## src/rtl/freq_meter.sv

```systemverilog
// Gated frequency counter: synchronises an asynchronous pin and counts its rising edges over a
// fixed window of sysclk cycles, latching each window's count with a one-cycle valid pulse.
module freq_meter #(
    parameter int unsigned SYS_CLK_FREQ = 204_000_000,
    parameter int unsigned GATE_CYCLES  = SYS_CLK_FREQ,
    parameter int unsigned COUNT_WIDTH  = $clog2(SYS_CLK_FREQ),
    parameter int unsigned SYNC_STAGES  = 2
) (
    input  logic                   sysclk,
    input  logic                   reset,
    input  logic                   sig_in,
    input  logic                   enable,
    output logic [COUNT_WIDTH-1:0] freq_out,
    output logic                   freq_valid,
    output logic                   overflow,
    output logic                   gate_active
);

    localparam int unsigned GateW = $clog2(GATE_CYCLES);
    localparam logic [GateW-1:0] GateLast = GateW'(GATE_CYCLES - 1);

    typedef enum logic [0:0] {
        StIdle,
        StGate
    } state_e;

    state_e state_q, state_d;

    logic [SYNC_STAGES-1:0] sync_q, sync_d;
    logic                   hist_q;
    logic                   sync_out;
    logic                   sig_edge;

    logic [GateW-1:0]       gate_cnt_q, gate_cnt_d;
    logic [COUNT_WIDTH-1:0] edge_cnt_q, edge_cnt_d;
    logic                   ovf_q, ovf_d;
    logic [COUNT_WIDTH-1:0] freq_q, freq_d;
    logic                   overflow_q, overflow_d;
    logic                   valid_q, valid_d;

    logic                   gate_last;
    logic                   sat_inc;
    logic [COUNT_WIDTH-1:0] edge_sum;

    // Synchroniser and history reset high so a pin already high at reset is not seen as an edge.
    assign sync_d   = {sync_q[SYNC_STAGES-2:0], sig_in};
    assign sync_out = sync_q[SYNC_STAGES-1];
    assign sig_edge = sync_out & ~hist_q;

    always_ff @(posedge sysclk) begin
        if (reset) begin
            sync_q <= '1;
            hist_q <= 1'b1;
        end else begin
            sync_q <= sync_d;
            hist_q <= sync_out;
        end
    end

    // FSM: state register
    always_ff @(posedge sysclk) begin
        if (reset) begin
            state_q <= StIdle;
        end else begin
            state_q <= state_d;
        end
    end

    assign gate_last = (state_q == StGate) && (gate_cnt_q == GateLast);

    // FSM: next state
    always_comb begin
        state_d = state_q;
        unique case (state_q)
            StIdle: begin
                if (enable) begin
                    state_d = StGate;
                end
            end
            StGate: begin
                if (!enable) begin
                    state_d = StIdle;
                end
            end
            default: state_d = StIdle;
        endcase
    end

    // FSM: outputs
    always_comb begin
        gate_active = 1'b0;
        unique case (state_q)
            StIdle:  gate_active = 1'b0;
            StGate:  gate_active = 1'b1;
            default: gate_active = 1'b0;
        endcase
    end

    // Saturating increment shared by the running count and the end-of-window result.
    always_comb begin
        sat_inc  = sig_edge && (edge_cnt_q == '1);
        edge_sum = edge_cnt_q;
        if (sig_edge && !sat_inc) begin
            edge_sum = edge_cnt_q + COUNT_WIDTH'(1);
        end
    end

    always_comb begin
        gate_cnt_d = '0;
        edge_cnt_d = '0;
        ovf_d      = 1'b0;
        freq_d     = freq_q;
        overflow_d = overflow_q;
        valid_d    = 1'b0;
        if (state_q == StGate) begin
            if (gate_last) begin
                // Counters clear here so a back-to-back window starts with no dead cycle.
                freq_d     = edge_sum;
                overflow_d = ovf_q | sat_inc;
                valid_d    = 1'b1;
            end else if (enable) begin
                gate_cnt_d = gate_cnt_q + GateW'(1);
                edge_cnt_d = edge_sum;
                ovf_d      = ovf_q | sat_inc;
            end
        end
    end

    always_ff @(posedge sysclk) begin
        if (reset) begin
            gate_cnt_q <= '0;
            edge_cnt_q <= '0;
            ovf_q      <= 1'b0;
            freq_q     <= '0;
            overflow_q <= 1'b0;
            valid_q    <= 1'b0;
        end else begin
            gate_cnt_q <= gate_cnt_d;
            edge_cnt_q <= edge_cnt_d;
            ovf_q      <= ovf_d;
            freq_q     <= freq_d;
            overflow_q <= overflow_d;
            valid_q    <= valid_d;
        end
    end

    assign freq_out   = freq_q;
    assign overflow   = overflow_q;
    assign freq_valid = valid_q;

endmodule
```

## config.mk

```make
export PLATFORM = sky130hd
export DESIGN_NAME = freq_meter
export DESIGN_NICKNAME = d
export VERILOG_FILES = /design/src/rtl/freq_meter.sv
export SDC_FILE = /design/constraint.sdc
export NUM_CORES = 1
export LEC_CHECK = 0
export CAP_MARGIN = 20
export CORE_ASPECT_RATIO = 1.25
export CORE_MARGIN = 5
export CORE_UTILIZATION = 62
export CTS_CLUSTER_SIZE = 30
export DETAILED_ROUTE_END_ITERATION = 7
export GPL_ROUTABILITY_DRIVEN = 0
export GPL_TIMING_DRIVEN = 0
export PLACE_DENSITY = 0.91
export SLEW_MARGIN = 20
export SYNTH_ARGS = -nofsm -noshare
export SYNTH_HDL_FRONTEND = slang
export SYNTH_SLANG_ARGS = --single-unit
```

## constraint.sdc

```tcl
create_clock -name sysclk -period 3.03 [get_ports sysclk]
set_input_delay 0.303 -clock sysclk [delete_from_list [all_inputs] [get_ports sysclk]]
set_output_delay 0.303 -clock sysclk [all_outputs]
set_load 0.005 [all_outputs]
```

# After elaboration in Yosys (flattened, before gate mapping)
# Index checks and enable logic that the tools add are counted.
# totals
regBits,91
latchBits,0
ram_bits,0
rom_bits,0
input_bits,4
out_inout_bits,31
wordCells,29
n_memories,0
# classes
add_sub_neg,2
multipliers,0
div,0
magnitude_cmp,0
n_eq_ne,2
n_shift,0
mux,4
bitwise,5
n_reduce_logical,7
# ops
operator,count
$add 28x1->28 const B,2
$eq 28x28->1 const B,2
$mux 28,1
$reduce_or 4->1,1
$logic_and 1x1->1,3
$not 1->1,3
$mux 1,2
$pmux 1 s2,1
$reduce_and 2->1,1
$reduce_or 2->1,1
$and 1x1->1,1
$logic_not 1->1,1
$or 1x1->1,1

# Logic depth before layout (Yosys ltp)
# logic_depth
word_depth,6
depth_mapped,9
ltp_nobuf,6

# Least setup slack after synthesis
# OpenSTA, ideal clock, no wires.
# synth_timing
path_kind,register to register
from,register gate_cnt_q[20]
to,register edge_cnt_q[5]
setup_time_ns,0.121
t_arrival_ns,1.936
required_time_ns,2.909
setup_slack_ns,0.973
stages_incl_launch_ff,8
path_buffers,2
period_less_slack_ns,2.057
cell_sequence,dfxtp_1 > or4b_1 > or4b_4 > nor3_2 > nand3b_1 > buf_6 > buf_6 > nor2_1
# synth_between
elab_chain_cells,3
# synth_lines
item,line_no,source
start: declaration,34,"logic [GateW-1:0] gate_cnt_q, gate_cnt_d;"
start signal: assignment,138,gate_cnt_q <= gate_cnt_d;
$eq 28x28->1,69,assign gate_last = (state_q == StGate) && (gate_cnt_q == GateLast);
$logic_and 1x1->1,69,
$reduce_or 4->1 (no source line),n/a,
end signal: assignment,139,edge_cnt_q <= edge_cnt_d;
end: declaration,35,"logic [COUNT_WIDTH-1:0] edge_cnt_q, edge_cnt_d;"
# No other way between the ends.
# A chain may end at the register's enable or synchronous reset.

# Worst setup path in the final report
# layout_timing
from,register edge_cnt_q[16]
to,register freq_q[11] (netlist: freq_out[11])
# layout_between
elab_chain_cells,5
# layout_lines
item,line_no,source
$eq 28x28->1,101,sat_inc = sig_edge && (edge_cnt_q == '1);
$logic_and 1x1->1,101,
$logic_not 1->1,103,if (sig_edge && !sat_inc) begin
$logic_and 1x1->1,103,
$mux 28,103,
end signal: assignment,141,freq_q <= freq_d;
end: declaration,37,"logic [COUNT_WIDTH-1:0] freq_q, freq_d;"
# No other way between the ends.

==> qor.csv <==
stage,metric,value,unit
sta,post-layout min period,2.43,ns
die,die width,82.3,um
hold_path,Hold Path End,state_q,
clock_tree,clk buf depth,2,
critical_path,CP Class,register to register,
status,outcome,finished clean,
layout,# nets final,497,
routing,max layer used,met4,
logic_synthesis,register area share after synthesis,0.449,
clock_tree,Root Driver,clkbuf_8,
clock_tree,CTS Sinks,91,
sta,Clock Skews,0.0145,ns
critical_path,Worst Path Arrival,2.66,ns
die,floorplan row count,33,
flow_run,Max-cap violations,0,
hold_path,Hold Path Depth,2,
routing,met3 routed WL,496,um
placement,Placed Instances,567,
clock_tree,Clock transition at path regs,0.09,ns
sta,Final Hold Fails,0,
routing,DR pass1 iterations,5,
pwr,Peak supply drop,0.314,mV
die,die area,8270,um^2
sta,Worst-Margin Slew,0.809,ns
critical_path,R2R Path End,freq_out[11],
logic_synthesis,Synth Instances,447,
routing,wire per inst,16.4,um
global_routing,Congestion Overflow GR,0,
sta,f_max,412,MHz
logic_synthesis,Post-Syn Area,4050,um^2
sta,RSZ-0062 raised after global routing,no,
clock_tree,cts hold-fix bufs,0,
critical_path,reg2reg start,edge_cnt_q[16],
critical_path,Required @ worst endpoint,3.26,ns
logic_synthesis,Post-synth top flop,dfxtp_1,
clock_tree,CTS resizes,0,
clock_tree,total CTS buffers,9,
sta,Hold Slack,0.420,ns
global_routing,Global Route Usage Sum,0.245,
layout,Syn-to-layout area delta,15.9,%
routing,vias post-DR,3507,
routing,# DRC,0,
logic_synthesis,Mapped Nets,453,
critical_path,R2R depth,6,
routing,met2 WL,5.07,mm
global_routing,vias in the first global route,3442,
logic_synthesis,Mean Syn Cell Area,9.07,um^2
layout,share of layout cells above drive strength 1,0.0887,
placement,IO buf count,33,
global_routing,initial antenna violation count,0,
routing,DR iter-0 viols,286,
die,core area,6480,um^2
critical_path,Worst Path Max Fanout,10,
logic_synthesis,Post-synth ARST share,0,
die,Initial Util,0.625,
die,die height,100,um
hold_path,Hold Path Origin,reset,
logic_synthesis,YS warnings,0,
pwr,Leak,1.39,nW
logic_synthesis,Cell variety after synth,50,
critical_path,CP endpoint kind,register,
global_routing,largest net degree at the start of global routing,15,
placement,Detail Placement HPWL,6.84,mm
clock_tree,TritonCTS clock tree,built,
clock_tree,Worst-Skew Late Latency,0.36,ns
routing,vias per inst,6.02,
hold_path,Hold Crit Class,primary input to register,
sta,Slew HR,0.456,
critical_path,critical path launch point type,register,
layout,fin cells,583,
routing,antenna-violating nets left,0,
sta,final setup vio count,0,
critical_path,r2r setup slk,0.60,ns
routing,met1 WL,3.70,mm
logic_synthesis,Yosys reg bits,91,
die,Ports,35,
layout,Ant. Diodes,0,
sta,final setup TNS,0,ns
sta,final slew viol count,0,
routing,Total Routed Length,9.54,mm
clock_tree,buffer count from post-CTS setup fixing,0,
global_routing,global-route wire length before repair,15.7,mm
logic_synthesis,Post-synth EDFFs,0,
clock_tree,H-tree levels,3,
pwr,power per cell area,443,nW/um^2
sta,final clock period utilization by the worst path,0.801,
## cell families (layout without fill, tap and decap cells)
group	Yosys count	after routing	share of synthesized area
xor gates and xnor gates	46	46	0.0994
adders and majority gates	2	2	0.00617
buffers and inverters	33	82	0.0528
AOI/OAI and AO/OA	61	61	0.108
DFF	91	91	0.449
muxes	1	1	0.00247
and+or+nand+nor	213	213	0.281
## critical path, stage by stage, from the launching register on
cell,delay [ns]
dfxtp_1,0.44
nand2_1,0.19
nor4_2,0.63
clkbuf_1,0.43
a211oi_1,0.18
xnor2_1,0.32
a211oi_1,0.12
## cells in the mapped netlist (3+ instances only)
cell | n | share of area
and2_1 | 3 | 0.0046
xor2_1 | 12 | 0.026
nor2_1 | 80 | 0.074
o21bai_1 | 4 | 0.0074
xnor2_1 | 34 | 0.073
buf_6 | 7 | 0.019
nand4_1 | 17 | 0.026
o21ai_0 | 3 | 0.0037
nor2b_1 | 3 | 0.0046
nor4_1 | 12 | 0.019
a21oi_1 | 13 | 0.016
or3_1 | 3 | 0.0046
nand2_1 | 19 | 0.018
buf_2 | 4 | 0.0049
clkbuf_1 | 10 | 0.0093
a2111oi_0 | 3 | 0.0065
a211oi_2 | 3 | 0.0093
or2_2 | 5 | 0.0077
dfxtp_1 | 91 | 0.45
nor3_1 | 12 | 0.015
nor4b_1 | 3 | 0.0065
a211oi_1 | 22 | 0.041
and3_1 | 8 | 0.012
and4_1 | 8 | 0.017
nand3_1 | 22 | 0.027
inv_1 | 9 | 0.0083
a31oi_1 | 4 | 0.0062
## worst max-delay path by stage
stage | startpoint | endpoint | slack, ns
floorplan | gate_cnt_q[20] | edge_cnt_q[5] | 0.97
global placement | edge_cnt_q[18] | freq_out[1] | 0.77
detailed placement | edge_cnt_q[18] | freq_out[12] | 0.73
CTS | edge_cnt_q[16] | freq_out[12] | 0.71
global route | edge_cnt_q[18] | freq_out[11] | 0.45
finish | edge_cnt_q[16] | freq_out[11] | 0.60
## cell usage in the layout (no fill, tap or decap), types with 7 or more instances in the layout
cell type        netlist  final
inv_1                  9      9
clkbuf_1              10     12
nor3_1                12     12
clkdlybuf4s50_1        0     33
nor4_1                12     12
nand4_1               17     17
xor2_1                12     12
xnor2_1               34     34
dfxtp_1               91     91
nand2_1               19     19
buf_6                  7      7
a21oi_1               13     13
and4_1                 8      8
nand3_1               22     22
a211oi_1              22     22
and3_1                 8      8
nor2_1                80     80
clkbuf_8               0     11
## metrics by stage
step                instance area, um^2  utilization  worst slack (ns)  power [mW]
floorplan                          4050            -             0.973        1.25
global placement                   4490        0.693             0.774        1.26
global route                       4700        0.725             0.455        2.14
detailed placement                 4490        0.693             0.728        1.26
CTS                                4700        0.725             0.712        2.08
finish                             4700        0.725             0.603        2.08
## final cells by class
type | instances | area [um^2]
inverters | 9 | 33.8
plain buffers | 24 | 180
multi-input cells | 323 | 2020
flip-flops and latches | 91 | 1820
clock buffers | 13 | 159
well taps | 87 | 109
fillers | 484 | 1780
clock inverters | 3 | 46.3
repair buffers | 33 | 330
## state kept, by name (all words and copies together) (netlist names)
name and cells:
edge_cnt_q 28, overflow 1, hist_q 1, ovf_q 1, sync_q 2, gate_cnt_q 28, state_q 1, freq_out 28
freq_valid 1
## report_power, final
group,internal [mW],switching (mW)
registers,1.20,0.00215
logic,0.0118,0.0193
clock network,0.429,0.421
## metal layers
metal	vias to the layer above	track usage
li1	1688	-
met1	1663	0.270
met2	130	0.443
met3	26	0.0485
met4	0	0.102
met5	-	0
No activity file was read; power rests on OpenSTA's default activity.
